<file path="config.mk">
export PLATFORM = sky130hd
export DESIGN_NAME = lsu_bus_master
export DESIGN_NICKNAME = d
export VERILOG_FILES = /design/src/rtl/lsu_bus_master.sv
export SDC_FILE = /design/constraint.sdc
export NUM_CORES = 1
export LEC_CHECK = 0
export BUFFER_PORTS_ARGS = -buffer_cell sky130_fd_sc_hd__buf_2
export CORE_ASPECT_RATIO = 0.5
export CORE_MARGIN = 1.5
export CORE_UTILIZATION = 35
export DETAILED_ROUTE_END_ITERATION = 10
export GPL_TIMING_DRIVEN = 0
export HOLD_SLACK_MARGIN = 0.06
export SYNTH_ARGS = -nofsm -noshare
export SYNTH_HDL_FRONTEND = slang
export SYNTH_SLANG_ARGS = --single-unit
export TNS_END_PERCENT = 30
</file>
<file path="constraint.sdc">
create_clock -name i_clk -period 2.7 [get_ports i_clk]
set_input_delay 0.135 -clock i_clk [delete_from_list [all_inputs] [get_ports i_clk]]
set_output_delay 0.135 -clock i_clk [all_outputs]
set_load 0.005 [all_outputs]
</file>
<file path="src/rtl/lsu_bus_master.sv">
// lsu_bus_master: single-outstanding load/store initiator with alignment check, lane steering and timeout
module lsu_bus_master #(
  parameter int TIMEOUT = 255,
  parameter int CNT_W   = 16
) (
  input  logic        i_clk,
  input  logic        i_rst_n,
  input  logic        i_req_valid,
  output logic        o_req_ready,
  input  logic        i_req_we,
  input  logic [1:0]  i_req_width,
  input  logic        i_req_sign,
  input  logic [31:0] i_req_addr,
  input  logic [31:0] i_req_wdata,
  output logic        o_rsp_valid,
  output logic [31:0] o_rsp_rdata,
  output logic [1:0]  o_rsp_err,
  output logic        o_mem_req,
  input  logic        i_mem_gnt,
  output logic        o_mem_we,
  output logic [31:0] o_mem_addr,
  output logic [3:0]  o_mem_be,
  output logic [31:0] o_mem_wdata,
  input  logic        i_mem_rvalid,
  input  logic [31:0] i_mem_rdata
);
  typedef enum logic [1:0] {IDLE, ISSUE, WAIT, RESP} state_t;
  state_t r_state, w_next;
  logic             r_we, r_sign;
  logic [1:0]       r_width, r_err;
  logic [31:0]      r_addr, r_wdata, r_rdata;
  logic [CNT_W-1:0] r_cnt;
  logic             w_hs, w_bad, w_timeout, w_issue, w_resp;
  logic [15:0]      w_half;
  logic [7:0]       w_byte;
  logic [31:0]      w_ext, w_wdata;
  logic [3:0]       w_be;
  assign w_hs      = i_req_valid && r_state == IDLE;
  assign w_bad     = i_req_width == 2'b11 ||
                     (i_req_width == 2'b00 && i_req_addr[1:0] != 2'b00) ||
                     (i_req_width == 2'b01 && i_req_addr[0]);
  assign w_timeout = r_cnt == CNT_W'(TIMEOUT - 1);
  assign w_issue   = r_state == ISSUE;
  assign w_resp    = r_state == RESP;
  always_comb begin
    w_next = r_state;
    unique case (r_state)
      IDLE:    if (w_hs) w_next = w_bad ? RESP : ISSUE;
      ISSUE:   if (i_mem_gnt) w_next = WAIT;
      WAIT:    if (i_mem_rvalid || w_timeout) w_next = RESP;
      default: w_next = IDLE;
    endcase
  end
  always_ff @(posedge i_clk or negedge i_rst_n)
    if (!i_rst_n) r_state <= IDLE;
    else          r_state <= w_next;
  // Half lane picked by addr[1], then byte within it by addr[0]
  always_comb begin
    w_half = r_addr[1] ? i_mem_rdata[31:16] : i_mem_rdata[15:0];
    w_byte = r_addr[0] ? w_half[15:8] : w_half[7:0];
    w_ext  = r_width == 2'b01 ? {{16{r_sign & w_half[15]}}, w_half} :
             r_width == 2'b10 ? {{24{r_sign & w_byte[7]}}, w_byte} : i_mem_rdata;
  end
  always_comb begin
    w_be    = r_width == 2'b01 ? (r_addr[1] ? 4'b1100 : 4'b0011) :
              r_width == 2'b10 ? 4'b0001 << r_addr[1:0] : 4'b1111;
    w_wdata = r_width == 2'b01 ? {2{r_wdata[15:0]}} :
              r_width == 2'b10 ? {4{r_wdata[7:0]}} : r_wdata;
  end
  always_ff @(posedge i_clk or negedge i_rst_n)
    if (!i_rst_n) begin
      r_we    <= 1'b0;
      r_sign  <= 1'b0;
      r_width <= 2'b00;
      r_addr  <= '0;
      r_wdata <= '0;
      r_rdata <= '0;
      r_err   <= 2'b00;
      r_cnt   <= '0;
    end else begin
      if (w_hs) begin
        r_we    <= i_req_we;
        r_sign  <= i_req_sign;
        r_width <= i_req_width;
        r_addr  <= i_req_addr;
        r_wdata <= i_req_wdata;
        r_rdata <= '0;
        r_err   <= w_bad ? 2'b01 : 2'b00;
        r_cnt   <= '0;
      end
      if (r_state == WAIT) begin
        if (i_mem_rvalid)   r_rdata <= r_we ? 32'd0 : w_ext;
        else if (w_timeout) r_err   <= 2'b10;
        else                r_cnt   <= r_cnt + 1'b1;
      end
    end
  assign o_req_ready = r_state == IDLE;
  assign o_mem_req   = w_issue;
  assign o_mem_we    = w_issue & r_we;
  assign o_mem_addr  = w_issue ? {r_addr[31:2], 2'b00} : 32'd0;
  assign o_mem_be    = w_issue ? w_be : 4'd0;
  assign o_mem_wdata = (w_issue && r_we) ? w_wdata : 32'd0;
  assign o_rsp_valid = w_resp;
  assign o_rsp_rdata = w_resp ? r_rdata : 32'd0;
  assign o_rsp_err   = w_resp ? r_err : 2'b00;
endmodule
</file>
==> key figures, run 1 <==
Clock tree
  – Cts bufs inserted: 17
  – CTS tree: built
  – Clk sinks: 120
  – H-tree Lvls: 4
  – Clock Latency Late Sink: approximately 0.42 ns
  – Setup bufs post-CTS: 0
  – Max Buffers Root-to-Sink: 2
  – Clk pin slew, worst setup/hold paths: 0.06 ns
  – Clk root buf: clkbuf_16

Die
  – Num ports: 211
  – Chip Height: ~99 µm
  – Die area: 0.0192 mm²
  – Initial core utilization: 0.363
  – Core Area: 0.0177 mm²
  – Rows: 34
  – Width of the die: 194 µm

Power and ir drop
  – VDD IR-drop max: 0.000582 V
  – Pint: 5850 µW
  – Clk pwr share: 0.256
  – P_leak: 0.00451 µW
  – Power per standard cell area: between 1000 and 1500 mW/mm²
  – Switching Share: 0.372
  – Comb power frac: 0.414
  – Sequential share of power: 0.330
  – NetSw: ~3500 µW

Global route
  – First-pass GRT wire length: 32200 µm
  – Vias in the first global route: 6025
  – Initial antenna violation count: 0
  – Total GRT Usage: 0.215
  – GR Overflow Total: 0
  – Largest net degree at the start of global routing: slightly above 90

Synth
  – Main synth FF type: dfrtp_1
  – Top post-synthesis cells by count: dfrtp_1, mux2_2, nand2_1
  – EDFF count, synth: 0
  – Mapped cell area: between 0.006 and 0.007 mm²
  – Synth area leader: dfrtp_1
  – Syn avg cell area: 10.2 µm²
  – Top-area cell type share of the netlist area: 0.469
  – Post-Syn Instances: around 630
  – Ys async rst share: 1.00
  – Synth Warn #: 0
  – Sequential element share of the synthesized area: 0.469
  – Cell variety after synth: 51
  – Most numerous cell in the Yosys netlist: dfrtp_1
  – Top cells by area, synth: dfrtp_1, mux2_2, and2_1
  – Number of synthesized register bits: 120

Setup path
  – R2R Path End: r_rdata[26]$_DFF_PN0_
  – Worst EP required: roughly 2.6 ns
  – Critical path endpoint: o_mem_wdata[30]
  – R2r setup slk: approximately 0.27 ns
  – CP Max Fanout: 10
  – Crit path max-delay family: buffers and inverters
  – CP Cell Sequence: inv_1 > ha_2 > nand2_1 > clkbuf_1 > a211oi_1 > buf_2
  – CP Buf/Inv Count: 3
  – Critical Path AT: around 2.4 ns
  – Worst setup SP type: flip-flop
  – R2r worst-path depth: 7
  – Crit path from: r_state[1]$_DFFE_PN0P_
  – Reg2reg start: r_state[0]$_DFFE_PN0P_
  – Setup crit end kind: output pin
  – Crit-path slowest cell: dfrtp_1
  – Critical Path Stages: 6
  – Crit Path Class: reg -> out
  – CP max stage delay: 0.40 ns

Finish
  – Share of cells above drive strength 1: 0.346
  – Ant. Diodes: 0
  – Nets: 1054
  – P&R area growth vs syn: 44.8%

Timing
  – Slew @ Worst Pin: 1.15 ns
  – Final setup viols: 0
  – Sum of negative setup slack: 0 ns
  – Slew Limit Headroom: 0.229
  – Tcrit/Tclk final: 0.925
  – Max frequency: between 400 and 500 MHz
  – Hold WS: between 0.08 and 0.09 ns
  – Tmin final: 2.50 ns
  – Layout Skew: 0.00924 ns
  – Slew Viols, Final: 0
  – Fin. Hold Viols: 0
  – RSZ-0062 raised after global routing: no

Routing
  – Total Routed Length: 20100 µm
  – Iteration-0 DRC Markers: 493
  – Drt wl/cell: 16.9 µm
  – DR pass1 iterations: 5
  – DRC errors left: 0
  – Vias: around 6000
  – Via density per instance: 5.13
  – Detail Route Antenna Nets: 0

Run status
  – Status: finished, final reports clean

Place
  – Placer Congestion: 0.871
  – Port buffer count: 208
  – HPWL after DPL: 14400 µm

Worst hold path
  – Hold Crit Start: i_mem_rdata[9]
  – Worst hold-check path type: in -> reg

Flow run
  – Max Cap Viol: 0
==> registers in the layout, summed over array words and instances (netlist names) <==
register,flops
r_addr,32
r_rdata,32
r_wdata,32
r_cnt,16
r_err,2
r_state,2
r_width,2
r_sign,1
r_we,1
==> power groups by stage <==
stage                     registers [µW]  clock network [µW]  logic [µW]
after floorplan                     2910                   0        2590
after global placement              3060                   0        3660
after detailed placement            3090                   0        3730
after CTS                           3060                2440        3860
after global routing                3180                2530        4270
final                               3070                2390        3860
==> what timing repair did <==
item	in CTS	in global routing
hold endpoints to repair	213	0
gates resized for setup	3	5
hold buffers	87	0
endpoints found under the setup margin	19	16
==> layout by cell type, fill, tap and decap left out, types with 4 or more instances in the layout <==
master	count
clkinv_4	5
o22a_1	8
dlygate4sd3_1	87
buf_2	212
a221o_1	23
mux2_2	68
a31oi_1	4
a21oi_1	31
nor3b_1	4
nor2b_1	13
buf_1	5
o221ai_1	8
clkbuf_2	5
nor4_1	10
clkbuf_16	17
nor3_1	12
nand2b_1	4
nand2_1	68
a211oi_1	16
o21ai_0	17
a21o_1	6
nand3_1	8
mux2i_1	14
inv_1	9
and2_1	66
ha_1	5
clkbuf_1	28
and3_1	12
nor2_1	26
dfrtp_1	120
==> kinds of logic (layout without fill, tap and decap cells) <==
kind of cell / count (synthesis) / after routing / share of synthesized area
buffers and inverters: 55 / 383 / 0.0354
xor gates and xnor gates: 2 / 2 / 0.00274
other: 1 / 2 / 0.000585
and+or+nand+nor: 234 / 234 / 0.194
DFF: 120 / 120 / 0.469
AOI/OAI and AO/OA: 126 / 126 / 0.142
adders and majority gates: 6 / 6 / 0.0117
muxes: 83 / 83 / 0.145
==> metal layers <==
metal  track usage  vias to the layer above  wire length (µm)
met2         0.346                      197              9550
met1         0.279                     2989              9010
met3        0.0534                       38              1110
li1              -                     2877                 -
met5             0                        -                 0
met4        0.0901                        0               484
==> layout make-up <==
cell class                      instances  area [µm²]
Clock buffer                           17         425
Multi-Input combinational cell        453        3180
Inverter                                9        33.8
Tap cell                              234         293
Buffer                                 46         200
Clock inverter                         15         194
Sequential cell                       120        3000
Fill cell                            1603        8380
Timing Repair Buffer                  296        1950
==> stage by stage <==
stage	total power [µW]	setup WS, ns	instances	utilization	area [µm²]
floorplan	5500	0.514	628	-	6410
global placement	6720	-0.119	1070	0.439	7740
detailed placement	6820	-0.0641	1071	0.440	7780
CTS	9360	0.00982	1190	0.525	9270
global route	9980	0.0105	1190	0.525	9280
finish	9320	0.203	1190	0.525	9280
==> how the worst min path moves through the flow <==
stage / to / slack, ns / cells after the start
after floorplan: r_addr[0]$_DFFE_PN0P_ / -0.16 / 0
after global placement: r_addr[1]$_DFFE_PN0P_ / 0.36 / 3
after detailed placement: r_addr[8]$_DFFE_PN0P_ / 0.04 / 1
after CTS: r_rdata[9]$_DFF_PN0_ / 0.06 / 3
after global routing: r_rdata[8]$_DFF_PN0_ / 0.09 / 3
final: r_rdata[9]$_DFF_PN0_ / 0.09 / 3
==> worst register-to-register path: stages (launching register included) <==
cell	delay, ns
dfrtp_1	0.40
inv_1	0.12
ha_1	0.26
nand3b_1	0.15
clkbuf_1	0.28
nor3b_2	0.56
clkbuf_1	0.41
a221o_1	0.19
Note: power is estimated with default switching activity, not from simulation.
==> run 2: changes to the inputs <==
Settings changed: ABC_AREA set to 1.
==> key figures, run 2 <==
Synth
  – Cell variety after synth: 33 (-35%)
  – Number of synthesized register bits: 120 (unchanged)
  – Largest family of logic cells by synthesized area: simple AND/OR/NAND/NOR gates
  – Mapped cell area: 0.00688 mm² (+7.4%)
  – Sequential element share of the synthesized area: 0.437 (-0.0322)
  – Synth area leader: dfrtp_1
  – Post-Syn Instances: 1014 (+62%)
  – Top post-synthesis cells by count: nand2_1, dfrtp_1, inv_1
  – Most numerous cell in the Yosys netlist: nand2_1
  – Multiplexer area fraction after synthesis: 0 (-0.145)
  – Ys async rst share: 1.00 (unchanged)
  – Complex-gate fraction of the synthesized area: 0.0886 (-0.0532)
  – Main synth FF type: dfrtp_1
  – Top cells by area, synth: dfrtp_1, nand2_1, inv_1
  – EDFF count, synth: 0 (unchanged)
  – Adder-Cell Fraction of Synth Area: 0.0109 (-0.000806)
  – Simple-gate portion of the synthesized area: 0.353 (+0.159)
  – Synth Warn #: 0 (unchanged)
  – Syn avg cell area: 6.78 µm² (-34%)
  – Top-area cell type share of the netlist area: 0.437 (-0.0322)
  – XOR/XNOR Fraction of Synth Area: 0 (-0.00273)

Routing
  – Vias: 7426 (+22%)
  – DR pass1 iterations: 5 (unchanged)
  – Iteration-0 DRC Markers: 476 (-3.4%)
  – DRC errors left: 0 (unchanged)
  – Detail Route Antenna Nets: 0 (unchanged)
  – Total Routed Length: 23100 µm (+15%)
  – Via density per instance: 4.69 (-8.6%)
  – Drt wl/cell: 14.6 µm (-14%)

Finish
  – Layout Utilization: 0.506 (-0.0194)
  – Fillers: 1925 (+20%)
  – Share of cells above drive strength 1: 0.230 (-0.116)
  – Top flop regs: r_addr (32), r_rdata (32), r_wdata (32)
  – Commonest non-fill, non-tap cells in the layout: nand2_1, buf_2, dfrtp_1
  – Nets: 1423 (+35%)
  – Ant. Diodes: 0 (unchanged)
  – Fin area: 0.00953 mm² (+2.7%)
  – P&R area growth vs syn: 38.5%
  – Commonest non-fill, non-tap cell in the layout: nand2_1

Timing
  – Sum of negative setup slack: 0 ns (unchanged)
  – Slew Limit Headroom: 0.589 (+0.360)
  – Max frequency: 409 MHz (+2.2%)
  – Final setup viols: 0 (unchanged)
  – Fin. Hold Viols: 0 (unchanged)
  – RSZ-0062 raised after global routing: no
  – Tcrit/Tclk final: 0.905 (-0.0202)
  – Tmin final: 2.44 ns (-0.0544 ns)
  – Layout Skew: 0.0128 ns (+0.00354 ns)
  – Slew @ Worst Pin: 0.616 ns (-0.530 ns)
  – Slew Viols, Final: 0 (unchanged)

Die
  – Width of the die: 201 µm (+3.6%)
  – Num ports: 211 (unchanged)
  – Chip Height: 102 µm (+3.5%)
  – Core Area: 0.0188 mm² (+6.7%)
  – Rows: 35 (+2.9%)
  – Initial core utilization: 0.365 (+0.00246)
  – Die area: 0.0206 mm² (+7.2%)

Global route
  – Initial antenna violation count: 0 (unchanged)
  – First-pass GRT wire length: 36900 µm (+15%)
  – Largest net degree at the start of global routing: 63 (-31%)
  – Vias in the first global route: 7167 (+19%)
  – GR Overflow Total: 0 (unchanged)
  – Total GRT Usage: 0.230 (+0.0147)

Clock tree
  – Cts bufs inserted: 17 (unchanged)
  – Clk pin slew, worst setup/hold paths: 0.06 ns (about the same)
  – Clock Latency Late Sink: 0.42 ns (about the same)
  – Clk root buf: clkbuf_16
  – Setup bufs post-CTS: 0 (unchanged)
  – CTS tree: built
  – H-tree Lvls: 4 (unchanged)
  – Clk sinks: 120 (unchanged)
  – Max Buffers Root-to-Sink: 2 (unchanged)

Run status
  – Status: finished, final reports clean

Worst hold path
  – Worst hold-check path type: in -> reg

Power and ir drop
  – Power per standard cell area: 935 mW/mm² (-7.0%)
  – Tot Pwr: 8910 µW (-4.5%)
  – VDD IR-drop max: 0.000590 V (+1.4%)
  – P_leak: 0.00565 µW (+25%)

Place
  – HPWL after DPL: 17000 µm (+18%)
  – Placer Congestion: 0.923 (+6.0%)
  – Port buffer count: 208 (unchanged)
  – Post-placement cell area: 0.00828 mm² (+6.5%)

Setup path
  – Worst setup SP type: flip-flop
  – Setup crit end kind: output pin
  – Worst EP required: 2.57 ns (about the same)
  – Critical Path AT: 2.31 ns (-0.05 ns)
  – CP Max Fanout: 10 (unchanged)
  – Crit Path Class: reg -> out

Flow run
  – Max Cap Viol: 0 (unchanged)
-- run 2: changes by cell type in the layout (fill, tap and decap cells not counted), sizes merged, moves of 45 or more --
| cell | previous run | this run |
|---|---|---|
| nand3 | 8 | 62 |
| mux2 | 68 | 0 |
| nor2 | 27 | 72 |
| nand2 | 68 | 438 |
| and2 | 66 | 0 |
| inv | 13 | 138 |
-- run 2: routing by layer --
| layer | share of wire | vias to the layer above | GRT usage |
|---|---|---|---|
| li1 | - | 3706 | - |
| met1 | 0.47 | 3467 | 0.309 |
| met2 | 0.46 | 210 | 0.376 |
| met3 | 0.043 | 43 | 0.0434 |
| met4 | 0.025 | 0 | 0.0804 |
| met5 | 0 | - | 0 |
-- run 2: stage by stage --
step	std cells	hold slack (ns)	worst slack, ns
floorplan	1015	-0.161	1.19
detailed placement	1483	0.178	0.540
global placement	1482	0.329	-0.146
CTS	1584	0.0729	0.101
global route	1584	0.0937	0.0470
finish	1584	0.0839	0.258
-- run 2: kinds of logic after synthesis --
family	count (synthesis)
simple gates	593
buf+inv	183
other cells	1
fa+ha+maj	6
flops	120
compound gates	111
-- run 2: timing repair --
action | 4_1_cts | 5_1_grt
resized for setup | 0 | 2
setup endpoints to repair | 0 | 25
hold buffers | 69 | 0
endpoints found under the hold margin | 129 | 0
-- run 2: final cells by class --
cell class / instances / area, µm² / share of cell area
Inverter: 130 / 488 / 0.0512
Tap cell: 259 / 324 / 0.0340
Timing Repair Buffer: 278 / 1770 / 0.185
Clock inverter: 15 / 131 / 0.0138
Sequential cell: 120 / 3000 / 0.315
Buffer: 53 / 270 / 0.0284
Clock buffer: 17 / 425 / 0.0446
Multi-Input combinational cell: 712 / 3120 / 0.328
-- run 2: final timing paths --
path                                        start                       to  slack [ns]  cells past startpoint
max                        r_state[0]$_DFFE_PN0P_             o_rsp_err[0]        0.26                      6
min                               i_mem_rdata[25]    r_rdata[25]$_DFF_PN0_        0.08                      5
max reg2reg                r_state[0]$_DFFE_PN0P_    r_rdata[17]$_DFF_PN0_        0.53                      7
min reg2reg                r_addr[31]$_DFFE_PN0P_   r_addr[31]$_DFFE_PN0P_        0.48                      2
max in group asynchronous                 i_rst_n     r_rdata[4]$_DFF_PN0_        1.67                      3
min in group asynchronous                 i_rst_n  r_wdata[16]$_DFFE_PN0P_        0.27                      2
-- run 2: where the power goes --
part / switching, µW / leakage (µW) / internal, µW
Sequential: 470 / 0.00155 / 2490
Combinational: 2480 / 0.00384 / 1310
Clock: 950 / 0.000262 / 1210
-- run 2: worst max-delay path, stage by stage (launching register included) --
cell and delay, ns:
dfrtp_1 0.42, ha_1 0.21, clkbuf_1 0.41, clkbuf_1 0.46, nand2_1 0.20, inv_1 0.09
buf_2 0.11
